==> config.mk <==
export PLATFORM = sky130hd
export DESIGN_NAME = bytecode_sequencer
export DESIGN_NICKNAME = d
export VERILOG_FILES = /design/src/rtl/bytecode_sequencer_pkg.sv /design/src/rtl/bytecode_sequencer.sv
export SDC_FILE = /design/constraint.sdc
export NUM_CORES = 1
export LEC_CHECK = 0
export CORE_UTILIZATION = 54
export CTS_BUF_LIST = sky130_fd_sc_hd__clkbuf_8 sky130_fd_sc_hd__clkbuf_16
export DETAILED_ROUTE_END_ITERATION = 12
export PLACE_DENSITY = 0.81
export SLEW_MARGIN = 10
export SYNTH_ARGS = -nofsm -noshare
export SYNTH_HDL_FRONTEND = slang
export SYNTH_SLANG_ARGS = --single-unit
==> constraint.sdc <==
create_clock -name clk -period 2.7 [get_ports clk]
set_input_delay 0.54 -clock clk [delete_from_list [all_inputs] [get_ports clk]]
set_output_delay 0.54 -clock clk [all_outputs]
set_load 0.02 [all_outputs]
==> src/rtl/bytecode_sequencer_pkg.sv <==
// rtl/bytecode_sequencer_pkg.sv - shared state encoding and return-opcode constants
package bytecode_sequencer_pkg;

    typedef enum logic [3:0] {
        S_IDLE   = 4'd0,
        S_FETCH  = 4'd1,
        S_DECODE = 4'd2,
        S_ARGREQ = 4'd3,
        S_ARGCAP = 4'd4,
        S_POP    = 4'd5,
        S_EXEC   = 4'd6,
        S_WB     = 4'd7,
        S_NEXT   = 4'd8,
        S_HALT   = 4'd9
    } seq_state_t;

    localparam logic [7:0] OP_IRETURN = 8'hAC;
    localparam logic [7:0] OP_ARETURN = 8'hB0;
    localparam logic [7:0] OP_RETURN  = 8'hB1;

    // Any of the return family stops the sequencer.
    function automatic logic is_return(input logic [7:0] op);
        return (op == OP_IRETURN) || (op == OP_ARETURN) || (op == OP_RETURN);
    endfunction

endpackage

==> src/rtl/bytecode_sequencer.sv <==
// rtl/bytecode_sequencer.sv - fetch/decode/execute sequencer for the bytecode core
module bytecode_sequencer
    import bytecode_sequencer_pkg::*;
#(
    parameter int PC_WIDTH = 16
) (
    input  logic                clk,
    input  logic                rst_n,
    input  logic                run,
    output logic                prog_rd,
    output logic [PC_WIDTH-1:0] prog_addr,
    input  logic [7:0]          prog_data,
    output logic [7:0]          opcode,
    input  logic [1:0]          argc,
    input  logic [1:0]          stackargs,
    input  logic                stackwb,
    input  logic                isgoto,
    input  logic                iscmp,
    output logic [15:0]         arg,
    output logic                stack_pop,
    output logic                stack_push,
    output logic                exec_start,
    input  logic                exec_done,
    input  logic                cmp_taken,
    output logic                busy,
    output logic                halted
);

    seq_state_t          state, state_nxt;
    logic [PC_WIDTH-1:0] pc;
    logic [7:0]          opcode_q;
    logic [1:0]          k;
    logic [1:0]          pop_cnt;
    logic [1:0]          argc_q;
    logic [1:0]          sa_q;
    logic                wb_q, goto_q, cmp_q, taken_q;
    logic                exec_seen;
    logic [2:0]          k_inc;

    // While decoding, the fetched byte is forwarded so the external decoder
    // answers in the same cycle and the dispatch decision costs no extra state.
    assign opcode = (state == S_DECODE) ? prog_data : opcode_q;
    assign k_inc  = {1'b0, k} + 3'd1;
    assign busy   = (state != S_IDLE) && (state != S_HALT);
    assign halted = (state == S_HALT);

    // State register.
    always_ff @(posedge clk or negedge rst_n) begin
        if (!rst_n) begin
            state <= S_IDLE;
        end else begin
            state <= state_nxt;
        end
    end

    // Next-state selection and per-state strobes.
    always_comb begin
        state_nxt  = state;
        prog_rd    = 1'b0;
        prog_addr  = pc;
        stack_pop  = 1'b0;
        stack_push = 1'b0;
        exec_start = 1'b0;
        case (state)
            S_IDLE: begin
                if (run) state_nxt = S_FETCH;
            end
            S_FETCH: begin
                prog_rd   = 1'b1;
                state_nxt = S_DECODE;
            end
            S_DECODE: begin
                if (is_return(prog_data)) state_nxt = S_HALT;
                else if (argc != 2'd0)    state_nxt = S_ARGREQ;
                else if (stackargs != 2'd0) state_nxt = S_POP;
                else                      state_nxt = S_EXEC;
            end
            S_ARGREQ: begin
                prog_rd   = 1'b1;
                prog_addr = pc + PC_WIDTH'(k) + PC_WIDTH'(1);
                state_nxt = S_ARGCAP;
            end
            S_ARGCAP: begin
                if (k_inc < {1'b0, argc_q}) state_nxt = S_ARGREQ;
                else if (sa_q != 2'd0)      state_nxt = S_POP;
                else                        state_nxt = S_EXEC;
            end
            S_POP: begin
                stack_pop = 1'b1;
                if (pop_cnt + 2'd1 == sa_q) state_nxt = S_EXEC;
            end
            S_EXEC: begin
                exec_start = !exec_seen;
                if (exec_done) state_nxt = S_WB;
            end
            S_WB: begin
                stack_push = wb_q;
                state_nxt  = S_NEXT;
            end
            S_NEXT: begin
                state_nxt = run ? S_FETCH : S_IDLE;
            end
            S_HALT: begin
                if (!run) state_nxt = S_IDLE;
            end
            default: state_nxt = S_IDLE;
        endcase
    end

    // Datapath: pc, instruction register, immediate collection, decode latches.
    always_ff @(posedge clk or negedge rst_n) begin
        if (!rst_n) begin
            pc        <= '0;
            opcode_q  <= 8'h00;
            arg       <= 16'h0000;
            k         <= 2'd0;
            pop_cnt   <= 2'd0;
            argc_q    <= 2'd0;
            sa_q      <= 2'd0;
            wb_q      <= 1'b0;
            goto_q    <= 1'b0;
            cmp_q     <= 1'b0;
            taken_q   <= 1'b0;
            exec_seen <= 1'b0;
        end else begin
            exec_seen <= (state == S_EXEC);
            case (state)
                S_DECODE: begin
                    opcode_q <= prog_data;
                    argc_q   <= argc;
                    sa_q     <= stackargs;
                    wb_q     <= stackwb;
                    goto_q   <= isgoto;
                    cmp_q    <= iscmp;
                    taken_q  <= 1'b0;
                    arg      <= 16'h0000;
                    k        <= 2'd0;
                    pop_cnt  <= 2'd0;
                end
                S_ARGCAP: begin
                    arg <= {arg[7:0], prog_data};
                    k   <= k + 2'd1;
                end
                S_POP: begin
                    pop_cnt <= pop_cnt + 2'd1;
                end
                S_EXEC: begin
                    if (exec_done) taken_q <= cmp_q & cmp_taken;
                end
                S_NEXT: begin
                    // Branch offsets are relative to the opcode address.
                    if (goto_q || taken_q) pc <= pc + PC_WIDTH'($signed(arg));
                    else                   pc <= pc + PC_WIDTH'(argc_q) + PC_WIDTH'(1);
                end
                default: ;
            endcase
        end
    end

endmodule

* After elaboration in Yosys (flattened, before gate mapping)
Cells that the tools add are included.
** Word-level totals
- Memories :: 0
- Latch bits :: 0
- Word-level logic and storage cells :: 80
- RAM bits :: 0
- Bits in read-only memories :: 0
- Register bits after elaboration :: 57
** Operators by class
- $add $sub $neg :: 8
- Shift-type cells :: 0
- Bitwise logic cells :: 1
- Multiply operators :: 0
- Div/mod/pow operators :: 0
- Mux-type cells :: 23
- Order comparisons :: 1
- Reductions and logical operators :: 16
- Eq/ne operators :: 18
** Operators by type and width (number)
- $pmux W4 S10 :: 1
- $add A16 B1 Y16 const B :: 2
- $add A16 B2 Y16 :: 2
- $mux W16 :: 2
- $pmux W16 S2 :: 1
- $eq A8 B8 Y1 const B :: 3
- $mux W4 :: 5
- $add A16 B16 Y16 :: 1
- $eq A4 B3 Y1 const B :: 4
- $reduce_bool A2 Y1 :: 6
- $eq A4 B2 Y1 const B :: 2
- $eq A4 B4 Y1 const B :: 2
- $mux W8 :: 1
- $ne A2 B2 Y1 const B :: 4
- $pmux W2 S2 :: 2
- $mux W1 :: 6
- $mux W3 :: 2
- $add A2 B1 Y2 const B :: 2
- $eq A4 B1 Y1 const B :: 1
- $logic_not A4 Y1 :: 1
- $mux W2 :: 2
- $ne A4 B4 Y1 const B :: 1
- $reduce_and A4 Y1 :: 1
- $reduce_bool A4 Y1 :: 1
- other kinds (10) :: 12

* Depth between registers and ports, before layout
Gate-level depths: netlist of the first run.
- Depth after elaboration :: 5
- Depth in mapped cells :: 8

* Least setup slack after synthesis of the first run
Ideal clock, no wire load.
- Path type :: register -> output
- From :: register pc[3]
- To :: output prog_addr[15]
- Data arrival time :: 1.861 ns
- Cell stages (with the launch flop) :: 7
- Path slack :: 0.299 ns
- Buffers on the path :: 1
- Path through :: dfrtp_1 buf_2 and4_1 nand3_2 or3_1 nor3_1 xor2_1
** Between the ends
- Word-level cells in the longest chain between the ends :: 3
** Ends and longest elaborated chain
- start, declared :: RTL line bytecode_sequencer.sv:30 : logic [PC_WIDTH-1:0] pc;
- start signal, assigned :: RTL line bytecode_sequencer.sv:152 : if (goto_q || taken_q) pc <= pc + PC_WIDTH'($signed(arg));
- start signal, assigned :: RTL line bytecode_sequencer.sv:153 : else pc <= pc + PC_WIDTH'(argc_q) + PC_WIDTH'(1);
- $add A16 B2 Y16 :: RTL line bytecode_sequencer.sv:80 : prog_addr = pc + PC_WIDTH'(k) + PC_WIDTH'(1);
- $add A16 B1 Y16 :: RTL line bytecode_sequencer.sv:80
- $mux W16 :: RTL line bytecode_sequencer.sv:64 : case (state)
- end, declared :: RTL line bytecode_sequencer.sv:11 : output logic [PC_WIDTH-1:0] prog_addr,
No other way between the ends.

* Worst setup path after layout of the first run
- From :: register state[3]
- To :: output opcode[6]
** Between the ends
- Word-level cells in the longest chain between the ends :: 2
** Ends and longest elaborated chain
- start, declared :: RTL line bytecode_sequencer.sv:29 : seq_state_t state, state_nxt;
- start signal, assigned :: RTL line bytecode_sequencer.sv:52 : state <= state_nxt;
- $eq A4 B2 Y1 :: RTL line bytecode_sequencer.sv:42 : assign opcode = (state == S_DECODE) ? prog_data : opcode_q;
- $mux W8 :: RTL line bytecode_sequencer.sv:42
- end, declared :: RTL line bytecode_sequencer.sv:13 : output logic [7:0] opcode,
No other way between the ends.

==> flow_summary.yaml, run 1 <==
status:
  run_status: "finished clean"
detailed_routing:
  finalWirelength_um: 10900
  detail_route.first_pass.iterations: 5
  drc_errors: 0
  met2_length_um: 4920
  detailroute.wirelength.met3_um: 969
  highest-signal-layer: "met4"
  initialDrtViolationCount: 420
  vias_after_detailed_routing: 3824
  met1Wirelength_um: 4870
  post_drt_wl_per_cell_um: 17.1
  ant_nets: 0
  number_of_vias_per_cell_after_detailed_routing: 5.98
critical_path:
  crit_fanout: 14
  regToRegStartpoint: "pc[2]$_DFFE_PN0N_"
  crit_path_start_kind: "flip-flop"
  reg2regPathDepth: 9
  arrival_time_worst_endpoint_ns: 2.06
  cp_data_required_time_ns: 2.16
  critical_path_type: "reg -> out"
  timing.reg2reg.setup_slack_ns: 0.23
  critPathCaptureType: "output pin"
  critical_path.reg2reg.endpoint: "pc[10]$_DFFE_PN0N_"
clock_tree:
  cts_max_path_buffers: 2
  holdBufCountCts: 0
  cts_tree: "yes"
  cts.sinks: 57
  ctsHtreeMaxLevel: 3
  cts_root_buf: "clkbuf_8"
  clk_pin_slew_ns: 0.07
  postCtsSetupRepairBufs: 0
  insertion_delay_ns: 0.34
  cts-resized-gates: 47
  cts_buffers: 9
synthesis:
  synth_simple_gate_area_share_pct: 19.6
  synthesis.area_um2: 3940
  number_of_enable_type_register_cells_in_the_synthesized_netlist: 0
  syn_nets: 489
  synth.area.mux_share_pct: 5.01
  synth_xor_xnor_area_share_pct: 6.00
  yosys_register_bits: 57
  synth_area_per_cell_um2: 8.86
  fraction_of_synthesized_cell_area_taken_by_the_top_area_cell_type_pct: 36.2
  synthDistinctLibCells: 54
  dominant_combinational_cell_family_by_area_after_synthesis: "compound AO/OA/AOI/OAI gates"
  synth_seq_area_share_pct: 36.2
  synth-compound-area-share_pct: 20.8
  ys_dominant_reg_cell: "dfrtp_1"
  synthTopCellsByArea: "dfrtp_1 36%, ha_1 6.3%, a21oi_1 4.9%"
  post_synth_fa_ha_maj_area_fraction_pct: 8.38
  netlist.top_cell.by_area: "dfrtp_1"
  yosysWarnings: 0
  synthArstFlopShare_pct: 100
  netlist_instances: 445
floorplan:
  number_of_cell_rows: 30
  initial_core_util_pct: 57.1
  dieArea_um2: 7650
  floorplan_core_area_um2: 6910
  io_pins: 66
  die_h_um: 87.5
  die-width_um: 87.5
power:
  clock_power_share_pct: 14.5
  vdd.ir_drop.worst_v: 0.000645
  cellPowerDensity_nw_per_um2: 1200
  power.total_w: 0.00613
  seq_power_share_pct: 25.2
  internal-power_w: 0.00331
  switch_pwr_w: 0.00282
  total_leakage_power_nw: 2.29
  switching_power_as_a_share_of_total_power_pct: 46.1
  combPwrFrac_pct: 60.3
placement:
  hpwl_um: 8190
  dpl_cell_area_um2: 4920
  place_congestion: 0.963
  io_buffer_count: 65
final_layout:
  design_area_um2: 5120
  final_nets: 583
  postLayoutCoreUtil_pct: 74.1
  diodes: 0
  layout-drive-gt1-share_pct: 17.9
  area_growth_from_synthesis_to_final_layout_pct: 29.7
global_route:
  grt_remaining_overflow: 0
  grt_pass1_vias: 3713
  grt_pass1_wl_um: 18000
  grt_total_usage_pct: 30.8
  number_of_antenna_violations_at_the_first_check_in_global_routing: 0
  pin_count_of_the_biggest_net_entering_global_routing: 35
sta:
  tightest_slew_ns: 0.786
  hold_viol: 0
  final_period_minus_worst_setup_slack_ns: 2.60
  fmax_ghz: 0.385
  final.setup_skew_ns: 0.0162
  setup_viol: 0
  relSlewSlack_pct: 47.5
  final.period_utilization_pct: 96.2
  final_max_slew_viol_count: 0
flow_run:
  cap_viol_max_count: 0
worst_hold_path:
  worst_hold_path_type: "in -> async"
==> flip-flops by register name, indices dropped and copies added, names as in the netlist <==
| name | cells |
|---|---|
| goto_q | 1 |
| state | 4 |
| k | 2 |
| wb_q | 1 |
| argc_q | 2 |
| sa_q | 2 |
| taken_q | 1 |
| opcode_q | 8 |
| cmp_q | 1 |
| pop_cnt | 2 |
| pc | 16 |
| exec_seen | 1 |
| arg | 16 |
==> power groups by stage <==
| stage | clock [W] | sequential [W] | combinational, W |
|---|---|---|---|
| floorplan | 0 | 0.00155 | 0.00228 |
| global placement | 0 | 0.00152 | 0.00365 |
| detailed placement | 0 | 0.00154 | 0.00373 |
| CTS | 0.000894 | 0.00154 | 0.00366 |
| global route | 0.000940 | 0.00158 | 0.00401 |
| finish | 0.000891 | 0.00155 | 0.00369 |
==> synth_stat cells (10+ instances only) <==
master    count
nand3_1      10
o21ai_0      32
nor2_1       33
a22o_1       18
a21oi_1      39
ha_1         20
xnor2_1      18
nor3_1       22
dfrtp_1      57
mux2_2       14
clkbuf_1     11
inv_1        17
nand2_1      39
==> logic make-up (layout without fill, tap and decap cells) <==
family	Yosys count	count (layout)
buf+inv	39	137
fa+ha+maj	24	24
compound gates	130	130
flops	57	57
xor+xnor	27	27
simple gates	150	150
mux	18	18
==> cells in the final DEF (no fill, tap or decap), types with 5 or more instances in the layout <==
master	n
mux2_2	14
or3_1	9
dlygate4sd2_1	14
nor3_2	6
a31oi_1	5
buf_4	39
nor2_1	30
a21o_1	6
ha_1	20
dfrtp_1	57
inv_1	17
a21oi_1	39
nor3_1	16
nand2_1	39
nand3_1	10
o22ai_1	7
xnor2_1	18
buf_2	7
a22o_1	18
clkdlybuf4s50_1	39
clkbuf_8	10
o21ai_0	32
xor2_1	9
==> area by class of cell <==
| class | count | area [um2] |
|---|---|---|
| Multi-Input combinational cell | 349 | 2400 |
| Fill cell | 543 | 1790 |
| Sequential cell | 57 | 1430 |
| Timing Repair Buffer | 105 | 890 |
| Clock buffer | 10 | 138 |
| Tap cell | 96 | 120 |
| Clock inverter | 5 | 80.1 |
| Inverter | 17 | 63.8 |
==> how the worst max path moves through the flow <==
stage	cells after the start	to	startpoint	slack (ns)
6_report	5	opcode[6]	state[3]$_DFFE_PN0P_	0.10
5_1_grt	7	prog_addr[2]	pc[0]$_DFFE_PN0N_	-0.009
4_1_cts	6	prog_addr[15]	pc[1]$_DFFE_PN0N_	0.002
3_5_place_dp	6	prog_addr[15]	pc[1]$_DFFE_PN0N_	-0.02
3_3_place_gp	7	prog_addr[8]	pc[0]$_DFFE_PN0N_	0.01
2_1_floorplan	6	prog_addr[15]	pc[3]$_DFFE_PN0N_	0.30
==> metrics by stage <==
| stage | worst slack, ns | hold WS, ns | setup TNS (ns) | cells |
|---|---|---|---|---|
| 3_3_place_gp | 0.0128 | 0.480 | 0 | 624 |
| 2_1_floorplan | 0.299 | 0.244 | 0 | 445 |
| 3_5_place_dp | -0.0204 | 0.486 | -0.0317 | 624 |
| 6_report | 0.102 | 0.269 | 0 | 639 |
| 4_1_cts | 0.00236 | 0.285 | 0 | 639 |
| 5_1_grt | -0.00911 | 0.329 | -0.0129 | 639 |
==> critical path, stage by stage, from the launching register on <==
cell and delay [ns]:
dfrtp_1 0.39, buf_4 0.19, nor3_2 0.25, buf_6 0.21, mux2_2 0.36, dlygate4sd2_1 0.32
==> routing by layer <==
metal  GRT usage (%)  up-vias
li1                -     1827
met1            43.5     1784
met2            46.1      193
met3            7.11       20
met4            11.6        0
met5               0        -
Power figures use the tool's default switching activity.
==> run 2: changes to the inputs <==
- CAP_MARGIN: not set -> 20
==> results of run 2 <==
The final DEF is identical to that of run 1; final timing and power are the same.
